## src/rtl/uart_pkg.sv

```systemverilog
// Shared definitions for the UART transmit path: frame geometry, default
// baud divisor, the transmitter state encoding and a counter-width helper.
package uart_pkg;

    // Payload bits carried by one 8N1 frame.
    localparam int NUM_DATA_BITS = 8;

    // 100 MHz system clock divided down to 115200 baud.
    localparam int DEFAULT_CLKS_PER_BIT = 868;

    // Transmitter FSM encoding; the binary values are fixed so that the
    // receptor side and debug tooling see the same numbering.
    typedef enum logic [1:0] {
        S_IDLE      = 2'd0,
        S_START_BIT = 2'd1,
        S_DATA_BITS = 2'd2,
        S_STOP_BIT  = 2'd3
    } tx_state_t;

    // Width of a counter that must hold 0..clks-1; never narrower than 1 bit.
    function automatic int baud_cnt_width(input int clks);
        return (clks <= 2) ? 1 : $clog2(clks);
    endfunction

endpackage

```

## src/rtl/generador_baudios.sv

```systemverilog
// Baud-rate generator: a modulo-CLKS_PER_BIT counter that flags the last
// clock cycle of every serial bit. Held at zero while clear is high so each
// frame starts on a fresh bit boundary.
module generador_baudios
    import uart_pkg::*;
#(
    parameter int CLKS_PER_BIT = DEFAULT_CLKS_PER_BIT
) (
    input  logic clk,
    input  logic reset,
    input  logic clear,
    output logic tick
);

    localparam int               CNT_W    = baud_cnt_width(CLKS_PER_BIT);
    localparam logic [CNT_W-1:0] CNT_LAST = CNT_W'(CLKS_PER_BIT - 1);

    logic [CNT_W-1:0] cnt_r;
    logic             tick_s;

    // Last cycle of the current bit period.
    always_comb begin
        tick_s = (cnt_r == CNT_LAST);
    end

    assign tick = tick_s;

    // Bit-period counter: wraps at the bit boundary, parked at zero on clear.
    always_ff @(posedge clk) begin
        if (reset) begin
            cnt_r <= {CNT_W{1'b0}};
        end else if (clear) begin
            cnt_r <= {CNT_W{1'b0}};
        end else if (tick_s) begin
            cnt_r <= {CNT_W{1'b0}};
        end else begin
            cnt_r <= cnt_r + CNT_W'(1);
        end
    end

endmodule

```

## src/rtl/transmisor_serial.sv

```systemverilog
// UART transmitter, 8N1, LSB first, line idling high. Accepts one byte per
// start request while idle and serialises it at CLKS_PER_BIT clocks per bit.
// tx, busy and done are all registered; done pulses for one cycle in the
// cycle the FSM is back in IDLE, so a new request can be taken right there.
module transmisor_serial
    import uart_pkg::*;
#(
    parameter int CLKS_PER_BIT = DEFAULT_CLKS_PER_BIT,
    parameter int DATA_BITS    = NUM_DATA_BITS
) (
    input  logic                 clk,
    input  logic                 reset,
    input  logic                 start,
    input  logic [DATA_BITS-1:0] data,
    output logic                 tx,
    output logic                 busy,
    output logic                 done
);

    localparam int               IDX_W    = $clog2(DATA_BITS);
    localparam logic [IDX_W-1:0] LAST_IDX = IDX_W'(DATA_BITS - 1);

    tx_state_t            state_r;
    tx_state_t            state_nxt_s;
    logic [DATA_BITS-1:0] shreg_r;
    logic [DATA_BITS-1:0] shreg_nxt_s;
    logic [IDX_W-1:0]     idx_r;
    logic [IDX_W-1:0]     idx_nxt_s;
    logic                 tx_r;
    logic                 tx_nxt_s;
    logic                 busy_r;
    logic                 busy_nxt_s;
    logic                 done_r;
    logic                 done_nxt_s;
    logic                 baud_clear_s;
    logic                 baud_tick_s;

    // Keep the baud counter parked while idle so every frame starts aligned.
    always_comb begin
        baud_clear_s = (state_r == S_IDLE);
    end

    generador_baudios #(
        .CLKS_PER_BIT (CLKS_PER_BIT)
    ) u_baudios (
        .clk   (clk),
        .reset (reset),
        .clear (baud_clear_s),
        .tick  (baud_tick_s)
    );

    // Next-state and next-output logic; outputs are computed one cycle ahead
    // so that the registered tx lines up exactly with the state it belongs to.
    always_comb begin
        state_nxt_s = state_r;
        shreg_nxt_s = shreg_r;
        idx_nxt_s   = idx_r;
        tx_nxt_s    = tx_r;
        busy_nxt_s  = busy_r;
        done_nxt_s  = 1'b0;

        case (state_r)
            S_IDLE: begin
                if (start) begin
                    shreg_nxt_s = data;
                    idx_nxt_s   = {IDX_W{1'b0}};
                    state_nxt_s = S_START_BIT;
                    tx_nxt_s    = 1'b0;
                    busy_nxt_s  = 1'b1;
                end else begin
                    tx_nxt_s    = 1'b1;
                    busy_nxt_s  = 1'b0;
                end
            end

            S_START_BIT: begin
                if (baud_tick_s) begin
                    state_nxt_s = S_DATA_BITS;
                    idx_nxt_s   = {IDX_W{1'b0}};
                    tx_nxt_s    = shreg_r[0];
                end else begin
                    tx_nxt_s    = 1'b0;
                end
            end

            S_DATA_BITS: begin
                if (baud_tick_s) begin
                    shreg_nxt_s = shreg_r >> 1;
                    idx_nxt_s   = idx_r + IDX_W'(1);
                    if (idx_r == LAST_IDX) begin
                        state_nxt_s = S_STOP_BIT;
                        tx_nxt_s    = 1'b1;
                    end else begin
                        // The bit about to be presented is the one that moves
                        // into position 0 on this same edge.
                        tx_nxt_s    = shreg_r[1];
                    end
                end else begin
                    tx_nxt_s = shreg_r[0];
                end
            end

            S_STOP_BIT: begin
                tx_nxt_s = 1'b1;
                if (baud_tick_s) begin
                    state_nxt_s = S_IDLE;
                    busy_nxt_s  = 1'b0;
                    done_nxt_s  = 1'b1;
                end else begin
                    busy_nxt_s  = 1'b1;
                end
            end

            default: begin
                state_nxt_s = S_IDLE;
                tx_nxt_s    = 1'b1;
                busy_nxt_s  = 1'b0;
            end
        endcase
    end

    // State, datapath and output registers; reset aborts any frame in flight.
    always_ff @(posedge clk) begin
        if (reset) begin
            state_r <= S_IDLE;
            shreg_r <= {DATA_BITS{1'b0}};
            idx_r   <= {IDX_W{1'b0}};
            tx_r    <= 1'b1;
            busy_r  <= 1'b0;
            done_r  <= 1'b0;
        end else begin
            state_r <= state_nxt_s;
            shreg_r <= shreg_nxt_s;
            idx_r   <= idx_nxt_s;
            tx_r    <= tx_nxt_s;
            busy_r  <= busy_nxt_s;
            done_r  <= done_nxt_s;
        end
    end

    assign tx   = tx_r;
    assign busy = busy_r;
    assign done = done_r;

endmodule

```

## config.mk

```make
export PLATFORM = sky130hd
export DESIGN_NAME = transmisor_serial
export DESIGN_NICKNAME = d
export VERILOG_FILES = /design/src/rtl/uart_pkg.sv /design/src/rtl/generador_baudios.sv /design/src/rtl/transmisor_serial.sv
export SDC_FILE = /design/constraint.sdc
export NUM_CORES = 1
export LEC_CHECK = 0
export BUFFER_PORTS_ARGS = -buffer_cell sky130_fd_sc_hd__buf_2
export CAP_MARGIN = 10
export CORE_MARGIN = 2
export CORE_UTILIZATION = 35
export DETAILED_ROUTE_END_ITERATION = 10
export MAX_ROUTING_LAYER = met4
export SETUP_SLACK_MARGIN = 0.15
export SYNTH_ARGS = -nofsm -noshare
export SYNTH_HDL_FRONTEND = slang
export SYNTH_SLANG_ARGS = --single-unit
```

## constraint.sdc

```tcl
create_clock -name clk -period 2.19 [get_ports clk]
set_input_delay 0.438 -clock clk [delete_from_list [all_inputs] [get_ports clk]]
set_output_delay 0.438 -clock clk [all_outputs]
set_load 0.005 [all_outputs]
```

==> impl_results.md <==
- Status: finished, final reports clean
- Post-route setup slack: 0.338 ns
- Cells on Worst Hold Path: 2
- Root Buffer: clkbuf_8
- Die area: 4310 um2
- Met3 Routed Length: 80 um
- Largest family of logic cells by synthesized area: simple AND/OR/NAND/NOR gates
- Compound-Gate Fraction of Synth Area: 18.4%
- Antenna diodes: 0
- Worst reg2reg path depth: 5
- H-tree Lvls: 1
- Switching power total: 0.000575 W
- Sequential-to-total area share from yosys stat: 39.2%
- Post-CTS setup buffers: 0
- Sequential Power Share: 39.7%
- Clock Sinks: 26
- Ys Warns: 0
- ANT nets after route: 0
- CTS tree: done
- Clock network fraction of total power: 16.0%
- Post-Place Cell Area: 1440 um2
- Main synth FF type: dfxtp_1
- Fin util: 40.5%
- Syn_area_per_cell: 9.04 um2
- Num CTS Buffers: 3
- Path type of the worst setup path: register to register
- R2r setup slk: 0.34 ns
- Post-cts sizing count: 0
- RSZ-0062 raised after global routing: false
- FFs w/ async S/R, synth: 0%
- Hold WC Path Type: register to register
- Xor and xnor fraction of the mapped netlist area: 5.27%
- Setup crit start kind: register
- Combinational Power Share: 44.3%
- Synth Area in Simple Gates: 19.9%
- Initial antenna violation count: 0
- # DRC: 0
- Number of flops mapped to enable cells by yosys: 0
- Cts hold-fix bufs: 0
- Layout cells sized above 1: 15.7%
- Mapped Cells: 147
- Gr usage total: 13.2%
- Synthesized area: 1330 um2
- Max Cap Viol: 0
- Clock tree buffer depth: 2
- Reg2Reg Capture Point: state_r[1]$_SDFFE_PP0P_
- Die width: 65.6 um
- Hold Fails Final Rpt: 0
- Worst-path fanout max: 8
- Port bufs: 13
- Worst reg2reg startpoint: state_r[0]$_SDFFE_PP0P_
- Worst-Skew Late Latency: 0.26 ns
- Final WL: 2390 um
- Drt via density: 5.00
- Routed wire per std cell: 11.6 um
- Vias: 1,035
- Synth cell types: 38
- Row count: 22
- Initial core utilization: 36.3%
- GPL Wtd Cong: 0.776
- Layout Nets: 179
- Slew HR: 71.1%
- Die H: 65.6 um
- Clock transition at path regs: 0.08 ns
- Grt total ovfl: 0
- Setup_tns: 0 ns
- Post-Synth Adder-Cell Area: 6.59%
- Drt initial violations: 76
- Layout area overhead: 11.5%
- Pwr/cell area: 1060 nW/um2
- Post-DP HPWL: 1840 um
- First-pass GRT wire length: 4400 um
- Fmax: 540 MHz
- Net Sw Frac: 36.5%
- Final period util: 84.6%
- Pin count of the biggest net entering global routing: 17
- Worst EP arrival: 2.05 ns
- Setup Skew: 0.00388 ns
- # IOs: 14
- Pre-CTS WS: 0.336 ns
- Final setup fails: 0
- Final Max Tran Viols: 0
- Worst vdd ir: 0.356 mV
- Post-synthesis mux area share: 6.03%
- Core area: 3660 um2
- Crit end category: register
- P_leak: 0.553 nW
- Worst-Margin Slew: 0.434 ns
- Worst EP required: 2.38 ns
- M1 wire length: 1160 um
- First-pass DRT Iterations: 4
- Hold path endpoint: busy$_SDFFE_PP0P_
- HP Start: busy$_SDFFE_PP0P_
- Overall power: 0.00158 W
- Highest Signal Layer: met4
- Post-synthesis register bit count: 26
- Post-Layout Inst Area: 1480 um2
- Syn Nets: 165
- WL met2: 1140 um
- Internal: 0.00100 W
- Fin crit period: 1.85 ns
- Vias in the first global route: 1,045
-- cell families (layout without fill, tap and decap cells) --
logic type                 count (synthesis)  after routing
adders and majority gates                  7              7
DFF                                       26             26
AOI/OAI and AO/OA                         32             32
muxes                                      8              8
and+or+nand+nor                           52             52
buffers and inverters                     14             26
xor gates and xnor gates                   8              8
-- synth_stat cells, drive strengths merged, types with 2 or more instances --
| cell type | count | area [um2] |
|---|---|---|
| dfxtp | 26 | 521 |
| nor2 | 15 | 56.3 |
| nand2 | 10 | 37.5 |
| mux2i | 8 | 80.1 |
| a211oi | 7 | 57.6 |
| a31oi | 7 | 43.8 |
| ha | 7 | 87.6 |
| inv | 7 | 26.3 |
| xnor2 | 6 | 52.6 |
| nor3 | 5 | 25.0 |
| clkbuf | 4 | 15.0 |
| nand3 | 4 | 20.0 |
| o21ai | 4 | 20.0 |
| a21oi | 3 | 15.0 |
| and3 | 3 | 18.8 |
| buf | 3 | 21.3 |
| nand4 | 3 | 18.8 |
| or3 | 3 | 23.8 |
| a211o | 2 | 17.5 |
| nand2b | 2 | 12.5 |
| o2bb2ai | 2 | 17.5 |
| o31ai | 2 | 28.8 |
| or2 | 2 | 12.5 |
| xor2 | 2 | 17.5 |
-- metrics by stage --
| step | hold WS (ns) | std cells |
|---|---|---|
| 5_1_grt | 0.481 | 207 |
| 4_1_cts | 0.461 | 207 |
| 6_report | 0.455 | 207 |
| 2_1_floorplan | 0.434 | 147 |
| 3_3_place_gp | 0.442 | 204 |
| 3_5_place_dp | 0.451 | 204 |
-- power by group through the flow --
stage	Clock (W)	Sequential (W)	Combinational [W]
4_1_cts	0.000272	0.000627	0.000710
3_3_place_gp	0	0.000633	0.000685
2_1_floorplan	0	0.000627	0.000603
6_report	0.000252	0.000625	0.000699
5_1_grt	0.000288	0.000640	0.000792
3_5_place_dp	0	0.000637	0.000708
-- worst max-delay path: stages, from the launching register on --
cell,delay (ns)
dfxtp_1,0.38
inv_1,0.08
ha_1,0.27
or3_1,0.41
a221oi_1,0.44
mux2i_1,0.22
-- cell usage in the layout (no fill, tap or decap), types with 2 or more instances in the layout --
cell type	Yosys	final
dfxtp_1	26	26
nor2_1	15	15
buf_2	2	13
nand2_1	10	10
mux2i_1	8	8
inv_1	7	7
a31oi_1	7	7
ha_1	7	7
a211oi_1	6	6
xnor2_1	6	6
nor3_1	5	5
nand3_1	4	4
o21ai_0	4	4
and3_1	3	3
nand4_1	3	3
a21oi_1	3	3
clkbuf_8	0	3
buf_4	0	3
nand2b_1	2	2
or2_2	2	2
or3_1	2	2
o2bb2ai_1	2	2
a211o_1	2	2
xor2_1	2	2
-- flip-flops by register name (all words and copies together) (netlist names) --
| signal | cells |
|---|---|
| shreg_r | 8 |
| done | 1 |
| u_baudios.cnt_r | 10 |
| tx | 1 |
| busy | 1 |
| idx_r | 3 |
| state_r | 2 |
-- routing by layer --
metal	track usage (%)	vias to the layer above
li1	-	550
met3	3.60	2
met2	23.0	10
met4	3.13	0
met1	15.2	473
met5	-	-
-- layout make-up --
class,count,area (um2)
Clock buffer,3,41.3
Fill cell,374,2180
Inverter,7,26.3
Multi-Input combinational cell,107,746
Sequential cell,26,520
Tap cell,48,60.1
Timing Repair Buffer,16,87.6
-- how the worst max path moves through the flow --
stage / start / endpoint / slack (ns) / cells past startpoint
after global routing: state_r[0]$_SDFFE_PP0P_ / state_r[1]$_SDFFE_PP0P_ / 0.16 / 5
after CTS: state_r[0]$_SDFFE_PP0P_ / state_r[1]$_SDFFE_PP0P_ / 0.32 / 5
after global placement: state_r[0]$_SDFFE_PP0P_ / state_r[1]$_SDFFE_PP0P_ / 0.44 / 5
final: state_r[0]$_SDFFE_PP0P_ / state_r[1]$_SDFFE_PP0P_ / 0.34 / 5
after floorplan: state_r[0]$_SDFFE_PP0P_ / shreg_r[0]$_SDFFE_PP0P_ / 0.42 / 8
after detailed placement: state_r[0]$_SDFFE_PP0P_ / state_r[1]$_SDFFE_PP0P_ / 0.34 / 5
No activity file was read; power rests on OpenSTA's default activity.
